### src/rtl/slowfast_pkg.sv
// slowfast_pkg: shared constants and helpers for the fast-to-slow crossing path
package slowfast_pkg;
  localparam int DEFAULT_DATA_W = 4;
  localparam int SYNC_LAT = 2;
  function automatic int lvl_w(input int depth);
    return $clog2(depth) + 1;
  endfunction
endpackage

### src/rtl/fast_word_pacer_if.sv
// fast_word_pacer_if: producer handshake and paced output bus of the word pacer
interface fast_word_pacer_if import slowfast_pkg::*; #(
  parameter int DATA_W = DEFAULT_DATA_W,
  parameter int DEPTH = 4,
  parameter int UCNT_W = 8
);
  logic in_valid;
  logic [DATA_W-1:0] in_data;
  logic in_ready;
  logic [DATA_W-1:0] out_data;
  logic out_load;
  logic out_valid;
  logic [lvl_w(DEPTH)-1:0] fifo_level;
  logic [UCNT_W-1:0] underrun_cnt;
  modport master (output in_valid, in_data, input in_ready, out_data, out_load, out_valid, fifo_level, underrun_cnt);
  modport slave (input in_valid, in_data, output in_ready, out_data, out_load, out_valid, fifo_level, underrun_cnt);
endinterface

### src/rtl/bclk_edge_sync.sv
// bclk_edge_sync: 3-flop Bclk synchronizer with a one-cycle rising-edge slot
module bclk_edge_sync (
  input  logic Aclk,
  input  logic reset,
  input  logic bclk_i,
  output logic slot_o
);
  logic [2:0] s_q;
  always_ff @(posedge Aclk) s_q <= reset ? 3'b000 : {s_q[1:0], bclk_i};
  assign slot_o = s_q[1] & ~s_q[2];
endmodule

### src/rtl/fast_word_pacer.sv
// fast_word_pacer: buffers Aclk words and releases at most one per Bclk period on a held bus
module fast_word_pacer import slowfast_pkg::*; #(
  parameter int DATA_W = DEFAULT_DATA_W,
  parameter int DEPTH = 4,
  parameter int UCNT_W = 8
) (
  input logic Aclk,
  input logic reset,
  input logic Bclk,
  fast_word_pacer_if.slave bus
);
  localparam int AW = $clog2(DEPTH);
  localparam int LW = lvl_w(DEPTH);
  localparam logic [LW-1:0] FULL = LW'(DEPTH);
  logic slot, push, pop;
  logic [DATA_W-1:0] mem_q [DEPTH];
  logic [AW-1:0] wp_q, wp_d, rp_q, rp_d;
  logic [LW-1:0] lvl_q, lvl_d;
  logic [DATA_W-1:0] data_q, data_d;
  logic load_q, load_d, valid_q, valid_d;
  logic [UCNT_W-1:0] ucnt_q, ucnt_d;
  bclk_edge_sync u_sync (.Aclk(Aclk), .reset(reset), .bclk_i(Bclk), .slot_o(slot));
  assign bus.in_ready = (lvl_q < FULL) & ~reset;
  assign push = bus.in_valid & bus.in_ready;
  assign pop = slot & (lvl_q != '0);
  // an empty slot only counts once something has been presented downstream
  always_comb begin
    wp_d = push ? wp_q + AW'(1) : wp_q;
    rp_d = pop ? rp_q + AW'(1) : rp_q;
    lvl_d = lvl_q + LW'(push) - LW'(pop);
    data_d = pop ? mem_q[rp_q] : data_q;
    load_d = pop;
    valid_d = valid_q | pop;
    ucnt_d = (slot & ~pop & valid_q & ~&ucnt_q) ? ucnt_q + UCNT_W'(1) : ucnt_q;
  end
  always_ff @(posedge Aclk) if (push) mem_q[wp_q] <= bus.in_data;
  always_ff @(posedge Aclk) begin
    if (reset) begin
      wp_q <= '0;
      rp_q <= '0;
      lvl_q <= '0;
      data_q <= '0;
      load_q <= 1'b0;
      valid_q <= 1'b0;
      ucnt_q <= '0;
    end else begin
      wp_q <= wp_d;
      rp_q <= rp_d;
      lvl_q <= lvl_d;
      data_q <= data_d;
      load_q <= load_d;
      valid_q <= valid_d;
      ucnt_q <= ucnt_d;
    end
  end
  assign bus.out_data = data_q;
  assign bus.out_load = load_q;
  assign bus.out_valid = valid_q;
  assign bus.fifo_level = lvl_q;
  assign bus.underrun_cnt = ucnt_q;
endmodule
### src/flat_wrapper.sv
// flat-port wrapper written by rule: the top's interface ports become plain ports
module fast_word_pacer_flat import slowfast_pkg::*;
#(
  parameter int DATA_W = DEFAULT_DATA_W,
  parameter int DEPTH = 4,
  parameter int UCNT_W = 8
)
  (Aclk, reset, Bclk, bus_in_valid, bus_in_data, bus_in_ready, bus_out_data, bus_out_load, bus_out_valid, bus_fifo_level, bus_underrun_cnt);
  fast_word_pacer_if #(.DATA_W(DATA_W), .DEPTH(DEPTH), .UCNT_W(UCNT_W)) bus_i ();
  input logic Aclk;
  input logic reset;
  input logic Bclk;
  input wire logic [$bits(bus_i.in_valid)-1:0] bus_in_valid;
  input wire logic [$bits(bus_i.in_data)-1:0] bus_in_data;
  output wire logic [$bits(bus_i.in_ready)-1:0] bus_in_ready;
  output wire logic [$bits(bus_i.out_data)-1:0] bus_out_data;
  output wire logic [$bits(bus_i.out_load)-1:0] bus_out_load;
  output wire logic [$bits(bus_i.out_valid)-1:0] bus_out_valid;
  output wire logic [$bits(bus_i.fifo_level)-1:0] bus_fifo_level;
  output wire logic [$bits(bus_i.underrun_cnt)-1:0] bus_underrun_cnt;
  assign bus_i.in_valid = bus_in_valid;
  assign bus_i.in_data = bus_in_data;
  assign bus_in_ready = bus_i.in_ready;
  assign bus_out_data = bus_i.out_data;
  assign bus_out_load = bus_i.out_load;
  assign bus_out_valid = bus_i.out_valid;
  assign bus_fifo_level = bus_i.fifo_level;
  assign bus_underrun_cnt = bus_i.underrun_cnt;
  fast_word_pacer #(.DATA_W(DATA_W), .DEPTH(DEPTH), .UCNT_W(UCNT_W)) u_core (.Aclk(Aclk), .reset(reset), .Bclk(Bclk), .bus(bus_i));
endmodule
### config.mk
export PLATFORM = sky130hd
export DESIGN_NAME = fast_word_pacer_flat
export DESIGN_NICKNAME = d
export VERILOG_FILES = /design/src/rtl/slowfast_pkg.sv /design/src/rtl/fast_word_pacer_if.sv /design/src/rtl/bclk_edge_sync.sv /design/src/rtl/fast_word_pacer.sv /design/src/flat_wrapper.sv
export SDC_FILE = /design/constraint.sdc
export NUM_CORES = 1
export LEC_CHECK = 0
export CAP_MARGIN = 20
export CORE_UTILIZATION = 45
export CTS_CLUSTER_DIAMETER = 120
export DETAILED_ROUTE_END_ITERATION = 7
export GPL_TIMING_DRIVEN = 0
export HOLD_SLACK_MARGIN = 0.05
export PLACE_DENSITY = 0.69
export SLEW_MARGIN = 30
export SYNTH_ARGS = -nofsm -noshare
export SYNTH_HDL_FRONTEND = slang
export SYNTH_SLANG_ARGS = --single-unit
export TNS_END_PERCENT = 100
### constraint.sdc
create_clock -name Aclk -period 2.8 [get_ports Aclk]
set_input_delay 0.56 -clock Aclk [delete_from_list [all_inputs] [get_ports Aclk]]
set_output_delay 0.56 -clock Aclk [all_outputs]
set_load 0.1 [all_outputs]
After elaboration in Yosys (flattened, before gate mapping)
Memories as Yosys holds them, arrays and structs flattened. A register that Yosys moved wholly into a read port is not among the register bits.
Cells that the tools add are included.
{"block": "word_totals", "register_bits": 20, "latchBits": 0, "ram_bits": 16, "romBits": 0, "in_bits": 8, "out_inout_bits": 18, "word_cells": 30, "memories": 1}
{"block": "op_classes", "addsub": 5, "mul": 0, "div_mod_pow": 0, "n_lt_le_gt_ge": 1, "n_eq_ne": 0, "shift": 0, "muxes": 2, "n_bitwise": 11, "reduce_logical": 3}
{"name": "u_core.mem_q", "depth": 4, "width": 4, "rd": 1, "rd_ports_with_merged_regs": 1, "wr": 1, "line_no": "fast_word_pacer.sv:16", "source": "logic [DATA_W-1:0] mem_q [DEPTH];"}
{"cell": "$add 8x1->8 const B", "n": 1}
{"cell": "$reduce_and 8->1", "n": 1}
{"cell": "$and 1x1->1", "n": 7}
{"cell": "$add 2x1->2 const B", "n": 2}
{"cell": "$add 3x1->3", "n": 1}
{"cell": "$lt 3x3->1 const B", "n": 1}
{"cell": "$not 1->1", "n": 3}
{"cell": "$reduce_bool 3->1", "n": 1}
{"cell": "$sub 3x1->3", "n": 1}
{"cell": "$mux 1", "n": 2}
{"cell": "$logic_not 1->1", "n": 1}
{"cell": "$or 1x1->1", "n": 1}

Depth between registers and ports, before layout
Gate-level depths: netlist of run 1.
{"block": "depth", "ltp_word": 7, "ltp_mapped": 10, "ltp_nobuf": 9}

By module
A second synthesis of run 1 with hierarchy kept.
{"block": "unflattened", "hier_cells": 140, "area_unflattened_um2": 1664.1}
{"module": "fast_word_pacer", "n_inst": 1, "cells_per_inst": 133, "area_each_um2": 1576.5, "seq_area_each_um2": 900.9}
{"module": "bclk_edge_sync", "n_inst": 1, "cells_per_inst": 7, "area_each_um2": 87.6, "seq_area_each_um2": 60.1}

Worst setup path before layout of run 1
Ideal clock, no wire load.
{"block": "synth_timing", "kind": "register -> register", "start": "register u_core.lvl_q[2], in the netlist u_core.bus.fifo_level[2]", "end": "register u_core.lvl_q[2], in the netlist u_core.bus.fifo_level[2]", "setup_time_ns": 0.128, "arrival_ns": 3.406, "slack_ns": -0.734, "stages_incl_launch_ff": 9, "synth_period_minus_slack_ns": 3.534, "path_cell_list": "dfxtp_1 > nor2_1 > and2_1 > clkbuf_1 > ha_1 > inv_1 > fa_1 > xnor2_1 > nor2_1"}
{"block": "synth_via", "elab_chain_len": 5}
{"element": "from (decl)", "line_no": "fast_word_pacer.sv:18", "source": "logic [LW-1:0] lvl_q, lvl_d;"}
{"element": "from (signal assigned)", "line_no": "fast_word_pacer.sv:49", "source": "lvl_q <= lvl_d;"}
{"element": "$lt 3x3->1", "line_no": "fast_word_pacer.sv:23", "source": "assign bus.in_ready = (lvl_q < FULL) & ~reset;"}
{"element": "$and 1x1->1", "line_no": "fast_word_pacer.sv:23"}
{"element": "via bus_in_ready", "line_no": "flat_wrapper.sv:15", "source": "output wire logic [$bits(bus_i.in_ready)-1:0] bus_in_ready;"}
{"element": "$and 1x1->1", "line_no": "fast_word_pacer.sv:24", "source": "assign push = bus.in_valid & bus.in_ready;"}
{"element": "via u_core.push", "line_no": "fast_word_pacer.sv:15", "source": "logic slot, push, pop;"}
{"element": "$add 3x1->3", "line_no": "fast_word_pacer.sv:30", "source": "lvl_d = lvl_q + LW'(push) - LW'(pop);"}
{"element": "$sub 3x1->3", "line_no": "fast_word_pacer.sv:30"}
The timed path passes the listed nets, and every way through them passes these cells.
A chain may end at the register's enable or synchronous reset.

Worst setup path after layout of run 1
{"block": "layout_timing", "start": "input port reset", "end": "output port bus_in_ready"}
{"block": "layout_via", "elab_chain_len": 2}
{"element": "from (decl)", "line_no": "flat_wrapper.sv:11", "source": "input logic reset;"}
{"element": "$not 1->1", "line_no": "fast_word_pacer.sv:23"}
{"element": "$and 1x1->1", "line_no": "fast_word_pacer.sv:23"}
{"element": "to (decl)", "line_no": "flat_wrapper.sv:15"}
No other way between the ends.

==> flow_summary.toml, run 1 <==
[power_and_ir_drop]
power_switching_share = 0.308
p_sw_w = 0.000471
powerDensity_nw_per_um2 = 723
ir_drop_uv = 448
seqPwrFrac = 0.448
p_leak_nw = 0.744
clkPwrFrac = 0.320
combPwrFrac = 0.232
p_int_w = 0.00106

[yosys]
avgSynthCellArea_um2 = 12.4
synth_nets = 151
ys_ff_latch = 40
synth.area.top_cells = "dfxtp_1 (29%), edfxtp_1 (29%), mux4_2 (5.4%)"
synth-xor-area-share = 0.0313
synth_edf_count = 16
yosys.area_share.simple = 0.156
ys_seq_area_frac = 0.573
yosys_warnings = 0
yosys.area_share.adder = 0.0642
async_flop_share = 0
yosysUniqueCellTypes = 34
netlist_instances = 135
syn-cell-area_um2 = 1680
synth_top_cell_by_area = "dfxtp_1"
muxShareOfSynthArea = 0.0896
synth_top_family_by_area = "simple AND/OR/NAND/NOR gates"
netlist_top_cells_count = "dfxtp_1 (24), edfxtp_1 (16), nor2_1 (15)"
synth_most_common_cell = "dfxtp_1"
synthFlopType = "dfxtp_1"
synth_top_area_frac = 0.287
synth_compound_area_frac = 0.0560

[timing]
rsz0062_at_grt = "false"
max_slew_margin = 0.344
fmax_mhz = 365
fin_crit_sh = 0.979
finalHoldViolations = 0
slew_violations = 0
fin_skew_ns = 0.00365
min_period_ns = 2.74
tns_ns = 0
hold_slack_ns = 0.440
setup_ws_ns = 0.0574
final-setup-viol-count = 0
worst_pin_slew_ns = 0.980

[finish]
fin_area_um2 = 2110
area_growth_pct = 26.1
nNetsFinal = 183
diodes = 0
layout-drive-gt1-share = 0.125
fin_util = 0.614

[setup_path]
cp-endpoint = "bus_in_ready"
path_max_fanout = 7
worst-path-stages = 3
slowest_stage = "dlygate4sd2_1"
rr_startpoint = "u_core.bus.fifo_level[2]$_SDFF_PP0_"
worstSetupEndpointType = "output pin"
critPathKind = "in -> out"
path_buf_inv = 2
startpoint = "reset"
critPathMaxStageDelay_ns = 0.87
start_kind = "input port"
r2r_end = "u_core.bus.fifo_level[2]$_SDFF_PP0_"
cp.required_ns = 2.24
arrival_ns = 2.18
regToRegSetupSlack_ns = 0.38
path_delay_family = "buffers and inverters"
crit_chain = "clkdlybuf4s50_1 -> nor2_4 -> dlygate4sd2_1"
r2r_cells = 10

[place]
dp_hpwl_mm = 2.19
routabilityCongestion = 0.769
pre_cts_slack_ns = -0.229
place_area_um2 = 1990
portBuffers = 25

[floorplanning]
core-area_um2 = 3440
die_height_um = 63.0
ioPinCount = 26
rows = 21
die_x_um = 63.0
initial_core_util = 0.487
die_area_um2 = 3970

[global_route]
grt_pass1_vias = 1058
grt_max_degree = 14
grt-ovfl-total = 0
antenna_found_initial = 0
grt_pass1_wl_mm = 5.01
grt_usage = 0.171

[route]
viasPerCell = 5.13
vias = 1098
postRouteAntennaNets = 0
drc = 0
first_pass_iters = 4
drt_iter0_markers = 42
wl_per_cell_um = 14.1
routed_wl_mm = 3.01

[run_status]
status = "finished, final reports clean"

[clock_network]
cts_max_level = 2
clock-root-buffer = "clkbuf_8"
worstSkewPairLatency_ns = 0.29
cts_sinks = 40
clockBufferDepth = 2
tritoncts = "done"
clk_pin_slew_ns = 0.08
cts_setup_buffers = 0
cts_hold_buf = 0
numCtsBuffers = 5

[hold_path]
hp-class = "reg -> reg"
min_from = "u_core.u_sync.s_q[0]$_SDFF_PP0_"

[flow_run]
cap_violations = 0
[cell type report]
class / count / area (um2)
repair buffers: 25 / 249
fillers: 261 / 1330
inverters: 8 / 30.0
well taps: 46 / 57.6
clock buffers: 6 / 82.6
clock inverters: 2 / 38.8
flip-flops and latches: 40 / 963
multi-input cells: 82 / 673
plain buffers: 5 / 20.0
[logic make-up after synthesis]
logic type | after synthesis
XOR/XNOR | 6
buffers and inverters | 13
AND/OR/NAND/NOR | 46
flip-flops | 40
adder cells (fa/ha/maj) | 8
AO/OA/AOI/OAI | 12
multiplexers | 10
[power groups by stage]
stage	combinational, W	sequential, W	clock [W]
floorplan	0.000155	0.000814	0
global placement	0.000350	0.000695	0
detailed placement	0.000358	0.000698	0
CTS	0.000357	0.000685	0.000502
global route	0.000377	0.000690	0.000530
finish	0.000354	0.000685	0.000490
[worst min path at each step]
stage | to | cells after the start
finish | u_core.u_sync.s_q[1]$_SDFF_PP0_ | 1
global route | u_core.u_sync.s_q[1]$_SDFF_PP0_ | 1
CTS | u_core.u_sync.s_q[1]$_SDFF_PP0_ | 1
detailed placement | u_core.u_sync.s_q[1]$_SDFF_PP0_ | 1
global placement | u_core.u_sync.s_q[1]$_SDFF_PP0_ | 1
floorplan | u_core.u_sync.s_q[1]$_SDFF_PP0_ | 1
[repair_timing]
action	CTS	global route
gates resized for setup	1	0
setup endpoints to repair	1	0
hold endpoints to repair	0	0
[cells in the final DEF (no fill, tap or decap), types with 2 or more instances in the layout]
master           netlist  layout
nand2_1                3       3
ha_1                   7       7
nand3_1                5       5
a31oi_1                2       2
xor2_1                 3       3
nor2_1                15      14
clkbuf_8               0       6
and3_1                 4       4
xnor2_1                3       3
dfxtp_1               24      22
mux2i_1                6       6
clkbuf_1               4       4
a21oi_1                3       3
clkdlybuf4s50_1        0      24
o31ai_1                2       2
nor2b_1                5       5
nand4_1                2       2
o21ai_0                2       2
inv_1                  8       8
dfxtp_2                0       2
edfxtp_1              16      16
o21a_1                 2       2
mux4_2                 4       4
and2_1                 2       2
[metal layers]
metal,routed length [um],GRT usage
met5,0,0
met4,42,0.0814
met3,126,0.0438
met2,1480,0.274
met1,1370,0.212
[metrics by stage]
| stage | instances | total power [W] |
|---|---|---|
| after global routing | 214 | 0.00160 |
| after detailed placement | 206 | 0.00106 |
| after global placement | 206 | 0.00105 |
| after floorplan | 135 | 0.000969 |
| after CTS | 214 | 0.00154 |
| final | 214 | 0.00153 |
[state kept, by name (all words and copies together) (netlist names), 2 cells and up]
name                     flops
u_core.mem_q                16
u_core.bus.underrun_cnt      8
u_core.bus.out_data          4
u_core.bus.fifo_level        3
u_core.u_sync.s_q            3
u_core.rp_q                  2
u_core.wp_q                  2
Note: power is estimated with default switching activity, not from simulation.
==> run 2: changes to the inputs <==
- GPL_ROUTABILITY_DRIVEN: default -> 0
==> results of run 2 <==
No change in the layout: final DEF, timing and power equal those of run 1.
==> run 3: changes to the inputs <==
- CORE_ASPECT_RATIO: default -> 0.6
==> run 3 against run 2 <==
Against the previous run: power shrank 4.7%; critical path depth unchanged; maximum frequency rose by 0.69%; non-clock buffer count stayed put; first-iteration DRC count rose by 98%; count of clock-buffer cells in the layout is 2 higher; register-to-register slack better by 0.03 ns; routed wire length rose by 1.5%; cell count fell by 0.47%; flip-flop and latch count is the same.
==> flow_summary.toml, run 3 (same netlist as run 1, synthesis figures left out) <==
[clock_network]
cts_sinks = 40
tritoncts = "done"
clk_pin_slew_ns = 0.07
numCtsBuffers = 5
clockBufferDepth = 2
clock-root-buffer = "clkbuf_8"
worstSkewPairLatency_ns = 0.29
cts_max_level = 2

[place]
portBuffers = 25
place_area_um2 = 1990
dp_hpwl_mm = 2.24
pre_cts_slack_ns = -0.243

[route]
viasPerCell = 5.16
postRouteAntennaNets = 0
routed_wl_mm = 3.06
drc = 0
first_pass_iters = 4
vias = 1100
wl_per_cell_um = 14.4
drt_iter0_markers = 83

[setup_path]
cp.required_ns = 2.24
path_max_fanout = 7
path_delay_family = "buffers and inverters"
rr_startpoint = "u_core.bus.fifo_level[2]$_SDFF_PP0_"
critPathKind = "in -> out"
worstSetupEndpointType = "output pin"
r2r_cells = 10
slowest_stage = "clkdlybuf4s15_1"
start_kind = "input port"
arrival_ns = 2.16
path_buf_inv = 2
r2r_end = "u_core.bus.fifo_level[2]$_SDFF_PP0_"
critPathMaxStageDelay_ns = 0.84
regToRegSetupSlack_ns = 0.41
crit_chain = "clkdlybuf4s50_1 -> nor2_4 -> clkdlybuf4s15_1"

[hold_path]
hold_end = "u_core.u_sync.s_q[1]$_SDFF_PP0_"
min_from = "u_core.u_sync.s_q[0]$_SDFF_PP0_"
min_path_cells = 1
hp-class = "reg -> reg"

[finish]
diodes = 0
layout_common_cells = "clkdlybuf4s50_1 (24), dfxtp_1 (22), edfxtp_1 (16), nor2_1 (14), inv_1 (8)"
regMostFlops = "u_core.mem_q"
nNetsFinal = 183
largest_reg_flops = 16
fin_area_um2 = 2090
fill_cells = 268
area_growth_pct = 24.9
layout-drive-gt1-share = 0.119
final_common_cell = "clkdlybuf4s50_1"

[global_route]
grt_pass1_wl_mm = 4.96
antenna_found_initial = 0
grt-ovfl-total = 0
grt_pass1_vias = 1088
grt_usage = 0.174
grt_max_degree = 13

[floorplanning]
core-area_um2 = 3400
die_x_um = 80.8
die_area_um2 = 3980
die_height_um = 49.3
initial_core_util = 0.493
ioPinCount = 26
rows = 16

[flow_run]
cap_violations = 0

[timing]
hold_slack_ns = 0.441
setup_ws_ns = 0.0763
fin_skew_ns = 0.00655
min_period_ns = 2.72
worst_pin_slew_ns = 0.994
finalHoldViolations = 0
final-setup-viol-count = 0
fin_crit_sh = 0.973
rsz0062_at_grt = "false"
slew_violations = 0
fmax_mhz = 367
tns_ns = 0
max_slew_margin = 0.335

[power_and_ir_drop]
powerDensity_nw_per_um2 = 696
ir_drop_uv = 463
p_leak_nw = 0.733

[run_status]
status = "finished, final reports clean"
[run 3: cell type report]
cell class | instances | area [um2] | share of cell area
multi-input combinational | 82 | 673 | 0.322
sequential | 40 | 963 | 0.460
clock buffer | 8 | 100 | 0.0478
timing repair buffer | 25 | 250 | 0.120
buffer | 5 | 20.0 | 0.00956
tap | 45 | 56.3 | 0.0269
inverter | 8 | 30.0 | 0.0143
[run 3: stage by stage]
stage | std cells | utilization | total power [W]
floorplan | 135 | - | 0.000969
detailed placement | 205 | 0.586 | 0.00106
global placement | 205 | 0.586 | 0.00104
finish | 213 | 0.615 | 0.00146
global route | 213 | 0.615 | 0.00152
CTS | 213 | 0.615 | 0.00147
[run 3: timing repair]
action / CTS / global route
resized for setup: 1 / 1
setup endpoints to repair: 1 / 1
setup buffers: 0 / 0
hold buffers: 0 / 0
[run 3: worst max path at each step]
stage                                             start                             endpoint  slack (ns)  cells past startpoint
detailed placement                                reset                         bus_in_ready       -0.24                      3
finish                                            reset                         bus_in_ready        0.08                      3
global route                                      reset                         bus_in_ready        0.02                      3
CTS                                               reset                         bus_in_ready        0.03                      3
global placement                                  reset                         bus_in_ready       -0.22                      3
floorplan           u_core.bus.fifo_level[0]$_SDFF_PP0_  u_core.bus.fifo_level[2]$_SDFF_PP0_        0.06                     10
[run 3: per-layer routing]
metal / share of wire / wire [um] / global-route usage / up-vias
met5: 0 / 0 / 0 / -
met4: 0.0088 / 27 / 0.0804 / 0
met3: 0.049 / 151 / 0.0579 / 4
met2: 0.45 / 1380 / 0.256 / 26
met1: 0.49 / 1500 / 0.232 / 533
li1: - / - / - / 537
[run 3: report_power, final]
part / internal, W / switching, W / total [W]
Sequential: 0.000647 / 0.0000384 / 0.000686
Combinational: 0.000121 / 0.000238 / 0.000359
Clock: 0.000225 / 0.000188 / 0.000413
Total: 0.000993 / 0.000464 / 0.00146
